<file path="src/rtl/score_sequencer_if.sv">
// Handshake to the shared increment_bcd unit: start/operand out, busy/result back.
interface score_sequencer_if;
  logic        inc_start;
  logic [31:0] inc_bcd_in;
  logic        inc_busy;
  logic [31:0] inc_bcd_out;

  modport master (output inc_start, inc_bcd_in, input inc_busy, inc_bcd_out);
  modport slave  (input inc_start, inc_bcd_in, output inc_busy, inc_bcd_out);
endinterface

</file>
<file path="src/rtl/score_sequencer.sv">
// Accumulates score/line increments from game events and feeds them one at a
// time through a shared BCD incrementer, round-robin between the two registers.
module score_sequencer #(
  parameter logic [5:0] RESET_STATE = 6'd1,
  parameter int         PEND_W      = 5
) (
  input  logic                     clk_in,
  input  logic                     rst_n_in,
  input  logic [5:0]               game_state,
  input  logic                     clear_valid,
  input  logic [2:0]               clear_lines,
  input  logic                     drop_valid,
  score_sequencer_if.master        inc,
  output logic [31:0]              score_bcd,
  output logic [31:0]              lines_bcd,
  output logic                     idle,
  output logic                     overflow
);

  localparam logic [31:0]   BCD_RST  = 32'hAAAAAAA0;
  localparam int            SW       = PEND_W + 4;
  localparam logic [SW-1:0] PEND_MAX = SW'({PEND_W{1'b1}});

  typedef enum logic [2:0] {IDLE, ISSUE, WAIT_BUSY, WAIT_DONE, GAP} state_t;

  state_t              state, state_nxt;
  logic [PEND_W-1:0]   score_pend, lines_pend;
  logic                tgt_lines, rr_lines, pick_lines;
  logic [1:0]          wb_cnt;
  logic                game_clr, capture;
  logic [3:0]          score_add, lines_add;
  logic                score_dec, lines_dec;
  logic [SW-1:0]       score_sum, lines_sum;
  logic                score_sat, lines_sat;

  assign game_clr  = (game_state == RESET_STATE);
  assign capture   = (state == WAIT_DONE) && !inc.inc_busy;
  assign score_dec = capture && !tgt_lines;
  assign lines_dec = capture &&  tgt_lines;

  // Round-robin only matters when both counters have work queued.
  assign pick_lines = (score_pend != '0 && lines_pend != '0) ? rr_lines
                                                             : (lines_pend != '0);

  always_comb begin
    score_add = '0;
    lines_add = '0;
    if (clear_valid && clear_lines >= 3'd1 && clear_lines <= 3'd4) begin
      lines_add = {1'b0, clear_lines};
      case (clear_lines)
        3'd1:    score_add = 4'd1;
        3'd2:    score_add = 4'd3;
        3'd3:    score_add = 4'd5;
        default: score_add = 4'd8;
      endcase
    end
    if (drop_valid) score_add = score_add + 4'd1;
  end

  // Add and decrement net in one cycle; a decrement only happens on a nonzero target.
  always_comb begin
    score_sum = SW'(score_pend) + SW'(score_add) - SW'(score_dec);
    lines_sum = SW'(lines_pend) + SW'(lines_add) - SW'(lines_dec);
    score_sat = score_sum > PEND_MAX;
    lines_sat = lines_sum > PEND_MAX;
  end

  always_ff @(posedge clk_in or negedge rst_n_in) begin
    if (!rst_n_in) state <= IDLE;
    else           state <= state_nxt;
  end

  always_comb begin
    state_nxt = state;
    if (game_clr) begin
      state_nxt = IDLE;
    end else begin
      case (state)
        IDLE:      if (score_pend != '0 || lines_pend != '0) state_nxt = ISSUE;
        ISSUE:     state_nxt = WAIT_BUSY;
        WAIT_BUSY: if (inc.inc_busy)           state_nxt = WAIT_DONE;
                   else if (wb_cnt == 2'd3)    state_nxt = IDLE;
        WAIT_DONE: if (!inc.inc_busy)          state_nxt = GAP;
        GAP:       state_nxt = IDLE;
        default:   state_nxt = IDLE;
      endcase
    end
  end

  always_ff @(posedge clk_in or negedge rst_n_in) begin
    if (!rst_n_in) begin
      score_pend <= '0;
      lines_pend <= '0;
      overflow   <= 1'b0;
      score_bcd  <= BCD_RST;
      lines_bcd  <= BCD_RST;
      rr_lines   <= 1'b0;
      tgt_lines  <= 1'b0;
      wb_cnt     <= '0;
    end else if (game_clr) begin
      score_pend <= '0;
      lines_pend <= '0;
      overflow   <= 1'b0;
      score_bcd  <= BCD_RST;
      lines_bcd  <= BCD_RST;
      rr_lines   <= 1'b0;
      tgt_lines  <= 1'b0;
      wb_cnt     <= '0;
    end else begin
      score_pend <= score_sat ? PEND_MAX[PEND_W-1:0] : score_sum[PEND_W-1:0];
      lines_pend <= lines_sat ? PEND_MAX[PEND_W-1:0] : lines_sum[PEND_W-1:0];
      if (score_sat || lines_sat) overflow <= 1'b1;
      if (state == IDLE) tgt_lines <= pick_lines;
      wb_cnt <= (state == WAIT_BUSY) ? wb_cnt + 2'd1 : 2'd0;
      if (capture) begin
        if (tgt_lines) lines_bcd <= inc.inc_bcd_out;
        else           score_bcd <= inc.inc_bcd_out;
        rr_lines <= !tgt_lines;
      end
    end
  end

  // Start and operand decode straight from state so an async reset drops them at once.
  always_comb begin
    inc.inc_start  = (state == ISSUE);
    inc.inc_bcd_in = '0;
    if (state == ISSUE || state == WAIT_BUSY || state == WAIT_DONE)
      inc.inc_bcd_in = tgt_lines ? lines_bcd : score_bcd;
  end

  assign idle = (state == IDLE) && (score_pend == '0) && (lines_pend == '0);

endmodule

</file>
<file path="src/flat_wrapper.sv">
// flat-port wrapper written by rule: the top's interface ports become plain ports
module score_sequencer_flat 
#(
  parameter logic [5:0] RESET_STATE = 6'd1,
  parameter int         PEND_W      = 5
)
  (clk_in, rst_n_in, game_state, clear_valid, clear_lines, drop_valid, score_bcd, lines_bcd, idle, overflow, inc_inc_start, inc_inc_bcd_in, inc_inc_busy, inc_inc_bcd_out);
  score_sequencer_if inc_i ();
  input  logic clk_in;
  input  logic rst_n_in;
  input  logic [5:0] game_state;
  input  logic clear_valid;
  input  logic [2:0] clear_lines;
  input  logic drop_valid;
  output logic [31:0] score_bcd;
  output logic [31:0] lines_bcd;
  output logic idle;
  output logic overflow;
  output wire logic [$bits(inc_i.inc_start)-1:0] inc_inc_start;
  output wire logic [$bits(inc_i.inc_bcd_in)-1:0] inc_inc_bcd_in;
  input wire logic [$bits(inc_i.inc_busy)-1:0] inc_inc_busy;
  input wire logic [$bits(inc_i.inc_bcd_out)-1:0] inc_inc_bcd_out;
  assign inc_inc_start = inc_i.inc_start;
  assign inc_inc_bcd_in = inc_i.inc_bcd_in;
  assign inc_i.inc_busy = inc_inc_busy;
  assign inc_i.inc_bcd_out = inc_inc_bcd_out;
  score_sequencer #(.RESET_STATE(RESET_STATE), .PEND_W(PEND_W)) u_core (.clk_in(clk_in), .rst_n_in(rst_n_in), .game_state(game_state), .clear_valid(clear_valid), .clear_lines(clear_lines), .drop_valid(drop_valid), .inc(inc_i), .score_bcd(score_bcd), .lines_bcd(lines_bcd), .idle(idle), .overflow(overflow));
endmodule
</file>
<file path="config.mk">
export PLATFORM = sky130hd
export DESIGN_NAME = score_sequencer_flat
export DESIGN_NICKNAME = d
export VERILOG_FILES = /design/src/rtl/score_sequencer_if.sv /design/src/rtl/score_sequencer.sv /design/src/flat_wrapper.sv
export SDC_FILE = /design/constraint.sdc
export NUM_CORES = 1
export LEC_CHECK = 0
export ABC_CLOCK_PERIOD_IN_PS = 4240
export CAP_MARGIN = 25
export CORE_MARGIN = 3
export CORE_UTILIZATION = 50
export DETAILED_ROUTE_END_ITERATION = 6
export GPL_TIMING_DRIVEN = 0
export PLACE_DENSITY = 0.86
export SLEW_MARGIN = 20
export SYNTH_ARGS = -nofsm -noshare
export SYNTH_HDL_FRONTEND = slang
export SYNTH_SLANG_ARGS = --single-unit
</file>
<file path="constraint.sdc">
create_clock -name clk_in -period 4.24 [get_ports clk_in]
set_input_delay 0.848 -clock clk_in [delete_from_list [all_inputs] [get_ports clk_in]]
set_output_delay 0.848 -clock clk_in [all_outputs]
set_load 0.01 [all_outputs]
</file>
==> results.yml, run 1 <==
logic_synthesis:
  ys_types: 44
  ys_warn_count: 0
  synth_top_family_by_area: "simple AND/OR/NAND/NOR gates"
  syn_inst: 502
  ys_async_sr_fraction_pct: 100
  avgSynthCellArea_um2: 8.68
  ys_seq_area_share_pct: 47.9
  yosys.area_share.adder_pct: 4.65
  netlist_area_mm2: 0.00436
  synth_simple_gate_area_share_pct: 25.0
  synth_area_leaders: "dfrtp_1, dfstp_2, nand2_1"
  ys_ff_latch: 82
  synth.area.mux_share_pct: 7.35
  synth_edf_count: 0
  synth_compound_area_share_pct: 9.19
  netlist.top_cell.by_area: "dfrtp_1"
  yosys_most_used_dff: "dfrtp_1"
  synth-xor-area-share_pct: 2.12
  synth_top_area_share_pct: 31.0
  syn_nets: 563
setup_path:
  arrival_ps: 4130
  cp-end-kind: "flip-flop"
  cp_max_fo: 5
  required_ps: 4440
  setup.worst_path.start_class: "input pin"
  path_class: "in -> reg"
timing:
  skew_ps: 8.38
  timing.final.hold_violations: 0
  finalSetupViolCount: 0
  fin_tns_setup_ps: 0
  setup_ws_ps: 314
  drv_slew: 0
  rsz0062_at_grt: "false"
  fmax_ghz: 0.255
  tightest_slew_ps: 893
  relSlewSlack_pct: 40.5
  period_share_pct: 92.6
  hold_ws_ps: 448
  period_needed_ps: 3930
placed_design:
  place_ws_ps: -16.4
  dp_hpwl_mm: 10.1
  gp_congestion: 0.841
  place_inst: 752
  port_buffers: 144
grt:
  grt_pass1_vias: 4304
  grt_usage_pct: 27.3
  overflow: 0
  grt_max_degree: 50
  grt_pass1_wl_mm: 21.6
  antenna_found_initial: 0
drt:
  drcViolationCount: 0
  post_drt_wl_per_cell_um: 17.6
  routed_wl_mm: 13.5
  drt_iter0_drc: 259
  viasPerCell: 5.67
  firstDrtPassIters: 5
  postRouteAntennaNets: 0
  vias: 4351
clocking:
  cts_hold_buffers: 0
  root_buffer: "clkbuf_8"
  clk_pin_slew_ps: 90
  cts_tree: "yes"
  clock_sinks: 82
  cts_buffer_depth: 2
  clk_latency_ps: 340
  postCtsSetupRepairBufs: 0
  cts_inserted_buffers: 9
  ctsResizeCount: 0
  cts_max_level: 3
die:
  io_pins: 145
  dieArea_mm2: 0.00987
  core-area_mm2: 0.00834
  die-height_um: 99.4
  num_rows: 33
  die_x_um: 99.4
  initial_utilization_pct: 52.3
layout:
  multi_input_area_mm2: 0.00211
  finalNonFillerCells: 768
  fin_nets: 719
  fillers: 618
  diodes: 0
  final_cell_mix: "clkdlybuf4s50_1, nand2_1, a21oi_1, dfrtp_1, nor2_1"
  mostFrequentLayoutCell: "clkdlybuf4s50_1"
  area_growth_pct: 42.1
  seq_area_mm2: 0.00209
  layout-drive-gt1-share_pct: 9.20
power_and_ir_drop:
  powerDensity_mw_per_mm2: 781
  p_leak_nw: 2.73
  swShare_pct: 38.2
  intPower_mw: 2.99
  combPwrFrac_pct: 54.0
  pwr-share-seq_pct: 32.4
  switchingPower_mw: 1.85
  total_power_mw: 4.83
  power_frac_clock_pct: 13.7
  peakVddDrop_mv: 0.376
run_status:
  status: "complete, no violations"
min_path:
  hold_path.class: "in -> async"
run:
  maxCapViolCount: 0
## cells in the mapped netlist, types with 2 or more instances
cell      number
nor3_1         4
a21o_1         3
inv_1         10
inv_2          2
buf_2          6
dfrtp_1       54
a21oi_1       54
and3_1         3
fa_1           2
clkbuf_1      23
ha_1          13
nand3b_1       2
nand2_1      139
nor2_1        43
and2_1         3
o21ai_0        3
nand2b_1       5
mux2i_1       32
dfstp_2       28
o31ai_1        2
xor2_1         7
a31oi_1        2
nor3b_1        3
nand3_1       33
nor4_1         3
nor4b_1        2
or2_2          3
o211ai_1       2
## critical path: stages
cell and delay (ps):
clkdlybuf4s50_1 410, nor2b_1 140, and2_1 180, or2_2 330, ha_1 280, nand2_1 40
o31ai_1 90, inv_1 110, fa_1 520, ha_1 270, a21oi_1 170, nand4b_1 160
a21boi_1 430, a31oi_1 150
## metal layers
layer / routed length (um) / up-vias / track usage [%]
met3: 913 / 26 / 4.35
met4: 318 / 0 / 9.03
li1: - / 1988 / -
met5: 0 / - / 0
met2: 6880 / 175 / 48.8
met1: 5430 / 2162 / 33.6
## path summary, 6_finish.rpt
path	slack, ps	to	startpoint	cells after the start
max reg2reg	1220	u_core.overflow	u_core.tgt_lines	11
min	450	u_core.score_bcd[16]	rst_n_in	1
max	310	u_core.overflow	clear_valid	14
min reg2reg	450	u_core.wb_cnt[0]	u_core.wb_cnt[0]	1
max in group asynchronous	3130	u_core.score_bcd[11]	rst_n_in	2
min in group clk_in	450	u_core.wb_cnt[0]	u_core.wb_cnt[0]	1
## power groups by stage
stage	logic, mW	clock network [mW]	registers [mW]
2_1_floorplan	1.16	0	1.63
3_3_place_gp	2.52	0	1.55
3_5_place_dp	2.61	0	1.57
4_1_cts	2.62	0.663	1.55
5_1_grt	2.83	0.696	1.61
6_report	2.61	0.660	1.56
## layout make-up
cell class | count | area share (%)
flip-flops and latches | 82 | 33.7
clock inverters | 5 | 1.37
well taps | 105 | 2.12
inverters | 12 | 0.727
clock buffers | 11 | 2.44
repair buffers | 145 | 23.7
plain buffers | 30 | 1.94
multi-input cells | 378 | 34.0
## kinds of logic after synthesis
group / Yosys count
buffers and inverters: 42
XOR/XNOR: 9
multiplexers: 32
AO/OA/AOI/OAI: 72
adder cells (fa/ha/maj): 15
flip-flops: 82
AND/OR/NAND/NOR: 250
## state kept, by name (all words and copies together) (netlist names)
name,count
u_core.rr_lines,1
u_core.score_pend,5
u_core.score_bcd,32
u_core.lines_pend,5
u_core.wb_cnt,2
u_core.state,3
u_core.lines_bcd,32
u_core.overflow,1
u_core.tgt_lines,1
## stage by stage
step / utilization, % / instance area [um^2]
floorplan: - / 4360
global placement: 71.1 / 5930
detailed placement: 71.4 / 5960
CTS: 74.2 / 6190
global route: 74.2 / 6190
finish: 74.2 / 6190
Power figures use the tool's default switching activity.
==> run 2, diff against run 1 <==
--- a/config.mk
+++ b/config.mk
@@ -5,10 +5,12 @@
 export SDC_FILE = /design/constraint.sdc
 export NUM_CORES = 1
 export LEC_CHECK = 0
+export ABC_AREA = 1
 export ABC_CLOCK_PERIOD_IN_PS = 4240
 export CAP_MARGIN = 25
 export CORE_MARGIN = 3
-export CORE_UTILIZATION = 50
+export CORE_UTILIZATION = 51
+export CTS_CLUSTER_DIAMETER = 40
 export DETAILED_ROUTE_END_ITERATION = 6
 export GPL_TIMING_DRIVEN = 0
 export PLACE_DENSITY = 0.86
==> run 2 against run 1 <==
Effect of this change:
- via count up 7.7%
- clock skew up 5.4 ps
- first-iteration DRC count down 2.3%
==> results.yml, run 2 <==
layout:
  diodes: 0
  final_cell_mix: "nand2_1, clkdlybuf4s50_1, inv_1, nor2_1, dfrtp_1"
  fillers: 656
  seq_area_mm2: 0.00209
  fin_nets: 846
  post-route-util_pct: 73.6
  layout-drive-gt1-share_pct: 10.8
  mostFrequentLayoutCell: "nand2_1"
  multi_input_area_mm2: 0.00206
  reg_top3: "u_core.lines_bcd (32), u_core.score_bcd (32)"
  area_growth_pct: 38.2
grt:
  met3_usage_pct: 6.48
  grt_usage_pct: 26.8
  antenna_found_initial: 0
  grt_pass1_wl_mm: 22.2
  grt_max_degree: 45
  grtUsageMet2_pct: 44.8
  met1_usage_pct: 33.1
  overflow: 0
  grt_pass1_vias: 4832
  busiest_layer: "met2"
die:
  dieArea_mm2: 0.0104
  die_x_um: 102
  initial_utilization_pct: 53.3
  io_pins: 145
  num_rows: 34
  core-area_mm2: 0.00885
  die-height_um: 102
min_path:
  hold_path.class: "in -> async"
timing:
  relSlewSlack_pct: 63.7
  fin_tns_setup_ps: 0
  tightest_slew_ps: 545
  rsz0062_at_grt: "false"
  fmax_ghz: 0.259
  period_needed_ps: 3870
  finalSetupViolCount: 0
  timing.final.hold_violations: 0
  period_share_pct: 91.2
  drv_slew: 0
  skew_ps: 13.8
setup_path:
  path_class: "in -> reg"
  setup.worst_path.start_class: "input pin"
  cp-end-kind: "flip-flop"
  cp_max_fo: 6
  required_ps: 4530
  arrival_ps: 4160
clocking:
  cts_tree: "yes"
  clk_latency_ps: 360
  postCtsSetupRepairBufs: 0
  cts_inserted_buffers: 9
  cts_buffer_depth: 2
  root_buffer: "clkbuf_8"
  cts_hold_buffers: 0
  ctsResizeCount: 0
  cts_max_level: 3
  clk_pin_slew_ps: 90
  clock_sinks: 82
run:
  maxCapViolCount: 0
logic_synthesis:
  netlist_area_mm2: 0.00471
  avgSynthCellArea_um2: 7.50
  syn_nets: 690
  synth_most_common_cell: "nand2_1"
  yosys_most_used_dff: "dfrtp_1"
  ys_types: 32
  synth_edf_count: 0
  synth_area_leaders: "dfrtp_1, dfstp_2, nand2_1"
  ys_ff_latch: 82
  synth_top_area_share_pct: 28.7
  netlist.top_cell.by_area: "dfrtp_1"
  ys_top_cells_by_count: "nand2_1, inv_1, nor2_1"
  syn_inst: 629
  ys_seq_area_share_pct: 44.3
  ys_async_sr_fraction_pct: 100
  ys_warn_count: 0
power_and_ir_drop:
  combPwrFrac_pct: 57.2
  switchingPower_mw: 2.05
  powerDensity_mw_per_mm2: 774
  p_leak_nw: 3.33
  power_frac_clock_pct: 11.7
  pwr-share-seq_pct: 31.1
  peakVddDrop_mv: 0.527
  swShare_pct: 40.7
  intPower_mw: 2.99
drt:
  viasPerCell: 5.22
  postRouteAntennaNets: 0
  drcViolationCount: 0
  drt_iter0_drc: 253
  post_drt_wl_per_cell_um: 15.2
  routed_wl_mm: 13.7
  vias: 4687
  firstDrtPassIters: 6
placed_design:
  gp_congestion: 0.913
  port_buffers: 144
  dp_hpwl_mm: 10.2
run_status:
  status: "complete, no violations"
## run 2: cell families after synthesis
logic type,after synthesis,share of synthesized area [%]
AND/OR/NAND/NOR,287,24.7
buffers and inverters,139,12.1
flip-flops,82,44.3
AO/OA/AOI/OAI,81,9.02
multiplexers,18,4.30
adder cells (fa/ha/maj),15,4.30
XOR/XNOR,7,1.30
## run 2: path summary, 6_finish.rpt
kind | startpoint | end | slack [ps] | depth (start not counted)
setup reg to reg | u_core.state[2] | u_core.overflow | 1560 | 14
max in group asynchronous | rst_n_in | u_core.score_bcd[3] | 3180 | 2
hold reg to reg | u_core.wb_cnt[0] | u_core.wb_cnt[0] | 460 | 1
min in group clk_in | u_core.wb_cnt[0] | u_core.wb_cnt[0] | 460 | 1
hold / removal | rst_n_in | u_core.lines_bcd[22] | 440 | 1
setup / recovery | clear_lines[2] | u_core.overflow | 370 | 20
## run 2: metrics by stage
step	std cells	cell area [um^2]	hold WS (ps)	power [mW]	setup WS, ps
global placement	881	6290	427	4.34	-478
floorplan	629	4710	416	2.96	1010
CTS	898	6510	450	5.05	419
detailed placement	882	6310	443	4.43	50.0
finish	898	6510	438	5.04	374
global route	898	6510	471	5.42	111
## run 2: per-layer routing
layer / share of wire (%) / wire, um
met2: 48 / 6620
met1: 40 / 5500
met4: 3.3 / 449
met5: 0 / 0
met3: 8.1 / 1100
## run 2: critical path, cell delays in order
cell and delay [ps]:
clkdlybuf4s50_1 480, inv_1 60, nand3_1 170, inv_1 90, nor2_1 180, inv_1 70
ha_1 270, inv_1 30, o21ai_0 280, inv_1 100, fa_1 570, ha_1 180
inv_1 50, nor2_1 170, nand2_1 110, nand2_1 110, nand2_1 140, nand2_1 110
nor2_1 50, nor2_1 70
## run 2: power by group through the flow
stage / clock [mW] / combinational [mW] / sequential [mW]
detailed placement: 0 / 2.87 / 1.56
global route: 0.633 / 3.17 / 1.61
floorplan: 0 / 1.30 / 1.65
CTS: 0.600 / 2.90 / 1.56
finish: 0.592 / 2.88 / 1.57
global placement: 0 / 2.79 / 1.55
## run 2: cell type report
type / count / area share [%]
clock inverters: 5 / 0.980
flip-flops and latches: 82 / 32.0
multi-input cells: 408 / 31.6
clock buffers: 11 / 2.17
repair buffers: 145 / 22.4
inverters: 115 / 6.63
well taps: 108 / 2.07
plain buffers: 24 / 2.11
